## src/rtl/qspi_arb_if.sv

```systemverilog
// qspi_arb_if: the two requester ports, the controller handshake and the busy flag of the QSPI arbiter.
// Latency: none; this is a signal bundle.
// Backpressure: requesters hold req until they see their one-cycle completion strobe.
interface qspi_arb_if;
  // port 0: instruction fetch (read only)
  logic        p0_read_req;
  logic        p0_read_w;
  logic        p0_read_hw;
  logic [31:0] p0_read_adr;
  logic        p0_read_valid;
  logic [31:0] p0_read_data;
  // port 1: data load/store
  logic        p1_read_req;
  logic        p1_read_w;
  logic        p1_read_hw;
  logic [31:0] p1_read_adr;
  logic        p1_read_valid;
  logic [31:0] p1_read_data;
  logic        p1_write_req;
  logic        p1_write_w;
  logic        p1_write_hw;
  logic [31:0] p1_write_adr;
  logic [31:0] p1_write_data;
  logic        p1_write_finish;
  // controller side
  logic        read_req;
  logic        write_req;
  logic        read_w;
  logic        read_hw;
  logic        write_w;
  logic        write_hw;
  logic [31:0] read_adr;
  logic [31:0] write_adr;
  logic [31:0] write_data;
  logic        read_valid;
  logic        write_finish;
  logic [31:0] read_data;
  // status
  logic        arb_busy;

  // arbiter view
  modport master (
    input  p0_read_req, p0_read_w, p0_read_hw, p0_read_adr,
    output p0_read_valid, p0_read_data,
    input  p1_read_req, p1_read_w, p1_read_hw, p1_read_adr,
    output p1_read_valid, p1_read_data,
    input  p1_write_req, p1_write_w, p1_write_hw, p1_write_adr, p1_write_data,
    output p1_write_finish,
    output read_req, write_req, read_w, read_hw, write_w, write_hw,
    output read_adr, write_adr, write_data,
    input  read_valid, write_finish, read_data,
    output arb_busy
  );

  // requesters and controller view
  modport slave (
    output p0_read_req, p0_read_w, p0_read_hw, p0_read_adr,
    input  p0_read_valid, p0_read_data,
    output p1_read_req, p1_read_w, p1_read_hw, p1_read_adr,
    input  p1_read_valid, p1_read_data,
    output p1_write_req, p1_write_w, p1_write_hw, p1_write_adr, p1_write_data,
    input  p1_write_finish,
    input  read_req, write_req, read_w, read_hw, write_w, write_hw,
    input  read_adr, write_adr, write_data,
    output read_valid, write_finish, read_data,
    input  arb_busy
  );
endinterface

```

## src/rtl/qspi_arb.sv

```systemverilog
// qspi_arb: grants one of fetch read / data read / data write to the QSPI controller; QSPI_ARB_RR_EN selects port round-robin.
// Latency: request sampled at edge N -> controller pulse in cycle N+1; controller strobe at edge M -> port strobe in cycle M+1.
// Backpressure: one transfer in flight; losing requests stay pending (held by requesters) until the arbiter is back in IDLE.
module qspi_arb (
  input  logic       clk,
  input  logic       rst_n,
  qspi_arb_if.master bus
);

  typedef enum logic [1:0] {S_IDLE = 2'd0, S_ISSUE = 2'd1, S_WAIT = 2'd2, S_DONE = 2'd3} state_t;
  typedef enum logic [1:0] {G_NONE = 2'd0, G_P0R = 2'd1, G_P1R = 2'd2, G_P1W = 2'd3} grant_t;

  state_t      state_q, state_d;
  grant_t      grant_q, grant_d;
  grant_t      win;
  logic        p1_any;
  logic        grant_rd;
  logic        cpl;

  // issue registers toward the controller and the return data register
  logic        rd_w_q, rd_hw_q;
  logic [31:0] rd_adr_q;
  logic        wr_w_q, wr_hw_q;
  logic [31:0] wr_adr_q, wr_dat_q;
  logic [31:0] ret_q;

  assign p1_any = bus.p1_read_req | bus.p1_write_req;

`ifdef QSPI_ARB_RR_EN
  // set when port 1 was served last; starts as "port 1" so port 0 takes the first tie
  logic last_p1_q;

  // Winner: on port contention the port not served last wins; inside port 1 read beats write.
  always_comb begin
    win = G_NONE;
    if (bus.p0_read_req && p1_any)
      win = last_p1_q ? G_P0R : (bus.p1_read_req ? G_P1R : G_P1W);
    else if (bus.p1_read_req)
      win = G_P1R;
    else if (bus.p1_write_req)
      win = G_P1W;
    else if (bus.p0_read_req)
      win = G_P0R;
  end

  // Last-served flag follows the grant that is handing back to IDLE.
  always_ff @(posedge clk or negedge rst_n) begin
    if (!rst_n)
      last_p1_q <= 1'b1;
    else if (state_q == S_DONE)
      last_p1_q <= (grant_q != G_P0R);
  end
`else
  // Winner: fixed order, data read, then data write, then fetch.
  always_comb begin
    win = G_NONE;
    if (bus.p1_read_req)
      win = G_P1R;
    else if (bus.p1_write_req)
      win = G_P1W;
    else if (bus.p0_read_req)
      win = G_P0R;
  end
`endif

  // Completion is accepted only if its type matches the grant; the state check happens in the FSM.
  assign grant_rd = (grant_q == G_P0R) || (grant_q == G_P1R);
  assign cpl      = grant_rd ? bus.read_valid : ((grant_q == G_P1W) && bus.write_finish);

  // FSM state register: current phase and the grant being served.
  always_ff @(posedge clk or negedge rst_n) begin
    if (!rst_n) begin
      state_q <= S_IDLE;
      grant_q <= G_NONE;
    end else begin
      state_q <= state_d;
      grant_q <= grant_d;
    end
  end

  // FSM next state: grant in IDLE, one issue cycle, wait for a matching strobe, one done cycle.
  always_comb begin
    state_d = state_q;
    grant_d = grant_q;
    case (state_q)
      S_IDLE: begin
        if (win != G_NONE) begin
          state_d = S_ISSUE;
          grant_d = win;
        end
      end
      S_ISSUE: state_d = S_WAIT;
      S_WAIT:  if (cpl) state_d = S_DONE;
      S_DONE:  state_d = S_IDLE;
      default: state_d = S_IDLE;
    endcase
  end

  // FSM outputs: controller pulses in ISSUE, port strobes in DONE, busy outside IDLE.
  always_comb begin
    bus.read_req        = 1'b0;
    bus.write_req       = 1'b0;
    bus.p0_read_valid   = 1'b0;
    bus.p1_read_valid   = 1'b0;
    bus.p1_write_finish = 1'b0;
    bus.arb_busy        = (state_q != S_IDLE);
    case (state_q)
      S_ISSUE: begin
        bus.read_req  = grant_rd;
        bus.write_req = (grant_q == G_P1W);
      end
      S_DONE: begin
        bus.p0_read_valid   = (grant_q == G_P0R);
        bus.p1_read_valid   = (grant_q == G_P1R);
        bus.p1_write_finish = (grant_q == G_P1W);
      end
      default: ;
    endcase
  end

  // Issue registers load only on a grant, so read_* and write_* each keep their last issued values.
  always_ff @(posedge clk or negedge rst_n) begin
    if (!rst_n) begin
      rd_w_q   <= 1'b0;
      rd_hw_q  <= 1'b0;
      rd_adr_q <= 32'h0;
      wr_w_q   <= 1'b0;
      wr_hw_q  <= 1'b0;
      wr_adr_q <= 32'h0;
      wr_dat_q <= 32'h0;
    end else if (state_q == S_IDLE) begin
      case (win)
        G_P0R: begin
          rd_w_q   <= bus.p0_read_w;
          rd_hw_q  <= bus.p0_read_hw;
          rd_adr_q <= bus.p0_read_adr;
        end
        G_P1R: begin
          rd_w_q   <= bus.p1_read_w;
          rd_hw_q  <= bus.p1_read_hw;
          rd_adr_q <= bus.p1_read_adr;
        end
        G_P1W: begin
          wr_w_q   <= bus.p1_write_w;
          wr_hw_q  <= bus.p1_write_hw;
          wr_adr_q <= bus.p1_write_adr;
          wr_dat_q <= bus.p1_write_data;
        end
        default: ;
      endcase
    end
  end

  // Return register captures controller data on the accepted completion; bytes pass through untouched.
  always_ff @(posedge clk or negedge rst_n) begin
    if (!rst_n)
      ret_q <= 32'h0;
    else if ((state_q == S_WAIT) && cpl)
      ret_q <= bus.read_data;
  end

  assign bus.read_w       = rd_w_q;
  assign bus.read_hw      = rd_hw_q;
  assign bus.read_adr     = rd_adr_q;
  assign bus.write_w      = wr_w_q;
  assign bus.write_hw     = wr_hw_q;
  assign bus.write_adr    = wr_adr_q;
  assign bus.write_data   = wr_dat_q;
  assign bus.p0_read_data = ret_q;
  assign bus.p1_read_data = ret_q;

  // Controller pulses never overlap, and the issue registers stay put while a transfer is outstanding.
  a_req_excl: assert property (@(posedge clk) disable iff (!rst_n)
    !(bus.read_req && bus.write_req));
  a_issue_hold: assert property (@(posedge clk) disable iff (!rst_n)
    (state_q == S_WAIT) |=> ($stable(rd_adr_q) && $stable(wr_adr_q) && $stable(wr_dat_q)));

endmodule

```

## src/flat_wrapper.sv

```systemverilog
// flat-port wrapper written by rule: the top's interface ports become plain ports
module qspi_arb_flat 
  (clk, rst_n, bus_p0_read_req, bus_p0_read_w, bus_p0_read_hw, bus_p0_read_adr, bus_p0_read_valid, bus_p0_read_data, bus_p1_read_req, bus_p1_read_w, bus_p1_read_hw, bus_p1_read_adr, bus_p1_read_valid, bus_p1_read_data, bus_p1_write_req, bus_p1_write_w, bus_p1_write_hw, bus_p1_write_adr, bus_p1_write_data, bus_p1_write_finish, bus_read_req, bus_write_req, bus_read_w, bus_read_hw, bus_write_w, bus_write_hw, bus_read_adr, bus_write_adr, bus_write_data, bus_read_valid, bus_write_finish, bus_read_data, bus_arb_busy);
  qspi_arb_if bus_i ();
  input  logic clk;
  input  logic rst_n;
  input wire logic [$bits(bus_i.p0_read_req)-1:0] bus_p0_read_req;
  input wire logic [$bits(bus_i.p0_read_w)-1:0] bus_p0_read_w;
  input wire logic [$bits(bus_i.p0_read_hw)-1:0] bus_p0_read_hw;
  input wire logic [$bits(bus_i.p0_read_adr)-1:0] bus_p0_read_adr;
  output wire logic [$bits(bus_i.p0_read_valid)-1:0] bus_p0_read_valid;
  output wire logic [$bits(bus_i.p0_read_data)-1:0] bus_p0_read_data;
  input wire logic [$bits(bus_i.p1_read_req)-1:0] bus_p1_read_req;
  input wire logic [$bits(bus_i.p1_read_w)-1:0] bus_p1_read_w;
  input wire logic [$bits(bus_i.p1_read_hw)-1:0] bus_p1_read_hw;
  input wire logic [$bits(bus_i.p1_read_adr)-1:0] bus_p1_read_adr;
  output wire logic [$bits(bus_i.p1_read_valid)-1:0] bus_p1_read_valid;
  output wire logic [$bits(bus_i.p1_read_data)-1:0] bus_p1_read_data;
  input wire logic [$bits(bus_i.p1_write_req)-1:0] bus_p1_write_req;
  input wire logic [$bits(bus_i.p1_write_w)-1:0] bus_p1_write_w;
  input wire logic [$bits(bus_i.p1_write_hw)-1:0] bus_p1_write_hw;
  input wire logic [$bits(bus_i.p1_write_adr)-1:0] bus_p1_write_adr;
  input wire logic [$bits(bus_i.p1_write_data)-1:0] bus_p1_write_data;
  output wire logic [$bits(bus_i.p1_write_finish)-1:0] bus_p1_write_finish;
  output wire logic [$bits(bus_i.read_req)-1:0] bus_read_req;
  output wire logic [$bits(bus_i.write_req)-1:0] bus_write_req;
  output wire logic [$bits(bus_i.read_w)-1:0] bus_read_w;
  output wire logic [$bits(bus_i.read_hw)-1:0] bus_read_hw;
  output wire logic [$bits(bus_i.write_w)-1:0] bus_write_w;
  output wire logic [$bits(bus_i.write_hw)-1:0] bus_write_hw;
  output wire logic [$bits(bus_i.read_adr)-1:0] bus_read_adr;
  output wire logic [$bits(bus_i.write_adr)-1:0] bus_write_adr;
  output wire logic [$bits(bus_i.write_data)-1:0] bus_write_data;
  input wire logic [$bits(bus_i.read_valid)-1:0] bus_read_valid;
  input wire logic [$bits(bus_i.write_finish)-1:0] bus_write_finish;
  input wire logic [$bits(bus_i.read_data)-1:0] bus_read_data;
  output wire logic [$bits(bus_i.arb_busy)-1:0] bus_arb_busy;
  assign bus_i.p0_read_req = bus_p0_read_req;
  assign bus_i.p0_read_w = bus_p0_read_w;
  assign bus_i.p0_read_hw = bus_p0_read_hw;
  assign bus_i.p0_read_adr = bus_p0_read_adr;
  assign bus_p0_read_valid = bus_i.p0_read_valid;
  assign bus_p0_read_data = bus_i.p0_read_data;
  assign bus_i.p1_read_req = bus_p1_read_req;
  assign bus_i.p1_read_w = bus_p1_read_w;
  assign bus_i.p1_read_hw = bus_p1_read_hw;
  assign bus_i.p1_read_adr = bus_p1_read_adr;
  assign bus_p1_read_valid = bus_i.p1_read_valid;
  assign bus_p1_read_data = bus_i.p1_read_data;
  assign bus_i.p1_write_req = bus_p1_write_req;
  assign bus_i.p1_write_w = bus_p1_write_w;
  assign bus_i.p1_write_hw = bus_p1_write_hw;
  assign bus_i.p1_write_adr = bus_p1_write_adr;
  assign bus_i.p1_write_data = bus_p1_write_data;
  assign bus_p1_write_finish = bus_i.p1_write_finish;
  assign bus_read_req = bus_i.read_req;
  assign bus_write_req = bus_i.write_req;
  assign bus_read_w = bus_i.read_w;
  assign bus_read_hw = bus_i.read_hw;
  assign bus_write_w = bus_i.write_w;
  assign bus_write_hw = bus_i.write_hw;
  assign bus_read_adr = bus_i.read_adr;
  assign bus_write_adr = bus_i.write_adr;
  assign bus_write_data = bus_i.write_data;
  assign bus_i.read_valid = bus_read_valid;
  assign bus_i.write_finish = bus_write_finish;
  assign bus_i.read_data = bus_read_data;
  assign bus_arb_busy = bus_i.arb_busy;
  qspi_arb u_core (.clk(clk), .rst_n(rst_n), .bus(bus_i));
endmodule
```

## config.mk

```make
export PLATFORM = sky130hd
export DESIGN_NAME = qspi_arb_flat
export DESIGN_NICKNAME = d
export VERILOG_FILES = /design/src/rtl/qspi_arb_if.sv /design/src/rtl/qspi_arb.sv /design/src/flat_wrapper.sv
export SDC_FILE = /design/constraint.sdc
export NUM_CORES = 1
export LEC_CHECK = 0
export CORE_AREA = 2 2 133 135
export DETAILED_ROUTE_END_ITERATION = 16
export DIE_AREA = 0 0 135 137
export PLACE_DENSITY = 0.85
export SETUP_SLACK_MARGIN = 0.15
export SLEW_MARGIN = 20
export SYNTH_ARGS = -nofsm -noshare
export SYNTH_HDL_FRONTEND = slang
export SYNTH_SLANG_ARGS = --single-unit
```

## constraint.sdc

```tcl
create_clock -name clk -period 2.2 [get_ports clk]
set_input_delay 0.66 -clock clk [delete_from_list [all_inputs] [get_ports clk]]
set_output_delay 0.66 -clock clk [all_outputs]
set_load 0.01 [all_outputs]
```

### Word-level counts from Yosys, hierarchy flattened

Cells that the tools add are included.
Widths: inputs -> output; s select.

* register bits: 136
* bits of input ports: 173

* equal/unequal tests: 11
* reductions and logical operators: 11
* mux-type cells: 15

Operators with widths (number)
* $pmux 32 s2: 1
* $eq 2x2->1 const B: 6
* $mux 2: 4
* $pmux 2 s4: 1
* $reduce_and 2->1: 4
* $mux 1: 7
* $eq 2x1->1 const B: 3
* $reduce_bool 2->1: 3
* $ne 2x1->1 const B: 2
* $pmux 1 s2: 2
* $logic_and 1x1->1: 2
* $logic_not 2->1: 1
* $logic_or 1x1->1: 1

### Longest topological paths before layout

* depth in word-level cells: 6
* depth in mapped cells: 8

### Worst setup path before layout

OpenSTA, ideal clock, no wires.

* kind: input to register
* start point: in bus_p1_read_req
* end point: reg u_core.rd_adr_q[11] (netlist: u_core.bus.read_adr[11])
* arrival time: 2.079 ns
* library setup time: 0.077 ns
* stages: 8
* required time: 2.123 ns
* path buffers: 4
* slack: 0.044 ns
* cells stage by stage: buf_2 -> or2_2 -> ha_1 -> and2_1 -> buf_2 -> buf_4 -> buf_2 -> a21oi_1

* cells in the longest elaborated chain, start to end: 4

Ends and longest elaborated chain
* from (decl): line flat_wrapper.sv:13 `input wire logic [$bits(bus_i.p1_read_req)-1:0] bus_p1_read_req;`
* $mux 2 (*): line qspi_arb.sv:57 `if (bus.p1_read_req)`
* $eq 2x1->1 or $eq 2x2->1 (tied branches): line qspi_arb.sv:132 `case (win)`
* $reduce_bool 2->1 (no source line)
* $reduce_and 2->1 (no source line)
* to (signal assigned): line qspi_arb.sv:136 `rd_adr_q <= bus.p0_read_adr;`
* to (signal assigned): line qspi_arb.sv:141 `rd_adr_q <= bus.p1_read_adr;`
* to (decl): line qspi_arb.sv:22 `logic [31:0] rd_adr_q;`

Mark *: on every way between the ends. The rest lies on a longest branch, timed or not.
A chain may end at the register's enable or synchronous reset.

### Final worst setup path

* start point: reg u_core.grant_q[1]
* end point: out bus_read_req

* cells in the longest elaborated chain, start to end: 3

Ends and longest elaborated chain
* from (decl): line qspi_arb.sv:14 `grant_t grant_q, grant_d;`
* from (signal assigned): line qspi_arb.sv:77 `grant_q <= grant_d;`
* $eq 2x1->1 or $eq 2x2->1 (tied branches): line qspi_arb.sv:67 `assign grant_rd = (grant_q == G_P0R) || (grant_q == G_P1R);`
* $logic_or 1x1->1 (*): line qspi_arb.sv:67
* $mux 1 (*): line qspi_arb.sv:107 `case (state_q)`
* to (decl): line flat_wrapper.sv:25 `output wire logic [$bits(bus_i.read_req)-1:0] bus_read_req;`

Marked as above.

==> flow_summary_export.csv <==
group,metric,value,unit
run_status,run_status,"completed",
timing,timing.final.crit_share,0.953,
power,p_per_area,1400,nW/µm²
final_layout,stdcell_area,10500,µm²
power,ir_drop,0.000730,V
synthesis,syn-num-nets,613,
global_routing,grt_pass1_vias,4699,
power,p_leak,5.03,nW
route,drc,0,
die,fp.dieW,135,µm
cts,cts_made_buffers,17,
final_layout,antennaDiodeCount,0,
final_layout,regArea,3400,µm²
global_routing,gr-usage-all-layers,0.183,
worst_setup_path,r2r_setup_slack,0.31,ns
worst_setup_path,r2r-end,"u_core.bus.p0_read_data[24]",
global_routing,grt_antenna_before_repair,0,
timing,drv_slew,0,
die,io_pins,343,
power,power.total,0.0147,W
cts,h-tree-depth,4,
worst_setup_path,cp_data_required_time,1.54,ns
worst_setup_path,critPathCaptureType,"output port",
global_routing,grt_max_degree,49,
route,post_drt_via_cell_ratio,4.54,
die,fp-row-count,48,
route,vias,4560,
timing,max_slew.worst_pin.slew,0.401,ns
route,first_pass_iters,4,
die,initial_core_util,0.360,
cts,clkSlewWorstSetupHoldPaths,0.06,ns
timing,slew-limit-headroom,0.733,
timing,rsz0062_at_grt,"true",
cts,clockBufferDepth,2,
timing,hold_violations,0,
cts,ctsHoldBuffers,0,
hold_path,hp-class,"in2async",
die,dieArea,18500,µm²
timing,fmax,477,MHz
synthesis,yosysWarningCount,0,
worst_setup_path,critPathArrivalTime,1.44,ns
place,portBuffers,342,
synthesis,synth.cell_area,6140,µm²
route,wl_per_cell,17.6,µm
synthesis,synth_seq_cells,136,
job,cap_violations,0,
worst_setup_path,startpoint_type,"register",
final_layout,multi_input_area,2370,µm²
final_layout,area_growth,71.7,%
timing,setup_viol,0,
die,fp.dieH,137,µm
cts,cts_sinks,136,
synthesis,ys_types,24,
synthesis,ys_seq_area_frac,0.555,
worst_setup_path,cp_max_fo,2,
cts,insertion_delay,0.41,ns
synthesis,syn-mean-instance-area,14.3,µm²
place,dpl.hpwl,13300,µm
final_layout,fillers,1332,
final_layout,drive_gt1_frac,0.241,
die,core_area,17100,µm²
route,routed_wl,17700,µm
cts,cts-root-buf,"clkbuf_16",
place,gp_congestion,0.750,
route,drt_first_iter_violations,133,
worst_setup_path,path_class,"reg2out",
timing,fin_crit,2.10,ns
route,ant_nets,0,
global_routing,grt_pass1_wl,25900,µm
worst_setup_path,r2r_cells,7,
synthesis,syn_inst,430,
place,placed_cell_area,9680,µm²
final_layout,fin_nets,949,
timing,worst_clock_skew,0.00785,ns
worst_setup_path,r2r-start,"u_core.grant_q[1]",
cts,cts_tree,"done",
global_routing,overflow,0,
==> per-stage QoR <==
step	worst slack [ns]	setup TNS (ns)	utilization	hold slack, ns	cells
after CTS	0.0742	0	0.605	0.162	1001
after global routing	0.0404	0	0.618	0.174	1004
after global placement	-0.215	-19.80	0.567	0.488	965
after detailed placement	-0.248	-21.75	0.567	0.491	965
after floorplan	0.123	0	-	0.364	430
final	0.102	0	0.618	0.166	1004
==> state kept, by name, summed over array words and instances, names as in the netlist <==
signal	flops
u_core.bus.p0_read_data	32
u_core.bus.write_hw	1
u_core.bus.read_adr	32
u_core.bus.write_w	1
u_core.bus.write_adr	32
u_core.bus.write_data	32
u_core.bus.read_w	1
u_core.bus.read_hw	1
u_core.state_q	2
u_core.grant_q	2
==> power breakdown <==
part | switching [W] | leakage [nW] | total, W | internal, W
logic | 0.00271 | 3.16 | 0.00736 | 0.00465
registers | 0.000832 | 1.59 | 0.00462 | 0.00378
clock network | 0.00116 | 0.281 | 0.00278 | 0.00162
total | 0.00470 | 5.03 | 0.0147 | 0.0101
==> cells by family (layout without fill, tap and decap cells) <==
| kind of cell | after synthesis | in the layout | synth area share |
|---|---|---|---|
| buffers and inverters | 62 | 411 | 0.0742 |
| muxes | 133 | 133 | 0.280 |
| and+or+nand+nor | 50 | 50 | 0.0359 |
| DFF | 136 | 136 | 0.555 |
| AOI/OAI and AO/OA | 39 | 39 | 0.0351 |
| adders and majority gates | 10 | 10 | 0.0204 |
==> layout make-up <==
class                      count  share of cell area
clock buffer                  18              0.0417
clock inverter                14              0.0129
inverter                       8             0.00309
multi-input combinational    232               0.225
sequential                   136               0.323
tap                          225              0.0267
timing repair buffer         371               0.367
==> critical path, stage by stage (launching register included) <==
cell and delay, ns:
dfrtp_1 0.42, ha_4 0.29, and2b_2 0.21, buf_6 0.12
==> cell usage after synthesis <==
master / instances / area share
dfrtp_1: 136 / 0.55
mux2_4: 70 / 0.17
nor2_1: 36 / 0.022
a21oi_1: 34 / 0.028
buf_4: 34 / 0.042
mux2i_1: 34 / 0.055
mux2_2: 28 / 0.051
buf_2: 13 / 0.011
ha_1: 10 / 0.020
inv_1: 8 / 0.0049
and2_1: 5 / 0.0051
buf_6: 4 / 0.0073
nand2_1: 4 / 0.0024
buf_12: 3 / 0.0098
o21ai_0: 2 / 0.0016
and2b_2: 1 / 0.0014
and3_4: 1 / 0.0018
mux2_1: 1 / 0.0018
nand2b_1: 1 / 0.0010
nor2b_1: 1 / 0.0010
o21ai_4: 1 / 0.0027
o22a_1: 1 / 0.0014
o31a_2: 1 / 0.0016
or2_2: 1 / 0.0010
==> per-layer routing <==
layer,track usage,share of wire,vias up
met1,0.217,0.39,2212
met5,0,0,-
met2,0.310,0.51,214
met3,0.0719,0.080,25
met4,0.0527,0.017,0
li1,-,-,2109
==> worst max-delay path by stage <==
stage                     slack (ns)              start  cells past startpoint                         to
after floorplan                 0.12    bus_p1_read_req                      8    u_core.bus.read_adr[11]
after global placement         -0.21    bus_p0_read_req                      8  u_core.bus.write_data[14]
after detailed placement       -0.25    bus_p0_read_req                      8    u_core.bus.read_adr[23]
after CTS                       0.07  u_core.grant_q[1]                      3               bus_read_req
after global routing            0.04  u_core.grant_q[1]                      3               bus_read_req
final                           0.10  u_core.grant_q[1]                      3               bus_read_req
==> placed cells by master (no fill, tap or decap), types with 2 or more instances in the layout <==
cell,count
buf_6,6
nand2_1,3
and2_1,2
mux2_4,70
dlymetal6s2s_1,35
and2_4,3
inv_6,7
dlygate4sd2_1,2
o21ai_0,2
clkbuf_16,20
mux2_2,28
clkdlybuf4s50_1,297
buf_2,4
clkinvlp_4,2
dfrtp_1,136
a21oi_1,34
clkinv_2,2
nor2_1,35
inv_2,4
inv_1,3
mux2i_1,34
ha_1,4
buf_12,8
ha_4,5
buf_4,16
==> repair_timing <==
item                       4_1_cts  5_1_grt
setup endpoints to repair        9      126
pin swaps                        6        6
cloned                           0        3
gates resized for setup         40       51
setup buffers                    4        0
No activity file was read; power rests on OpenSTA's default activity.
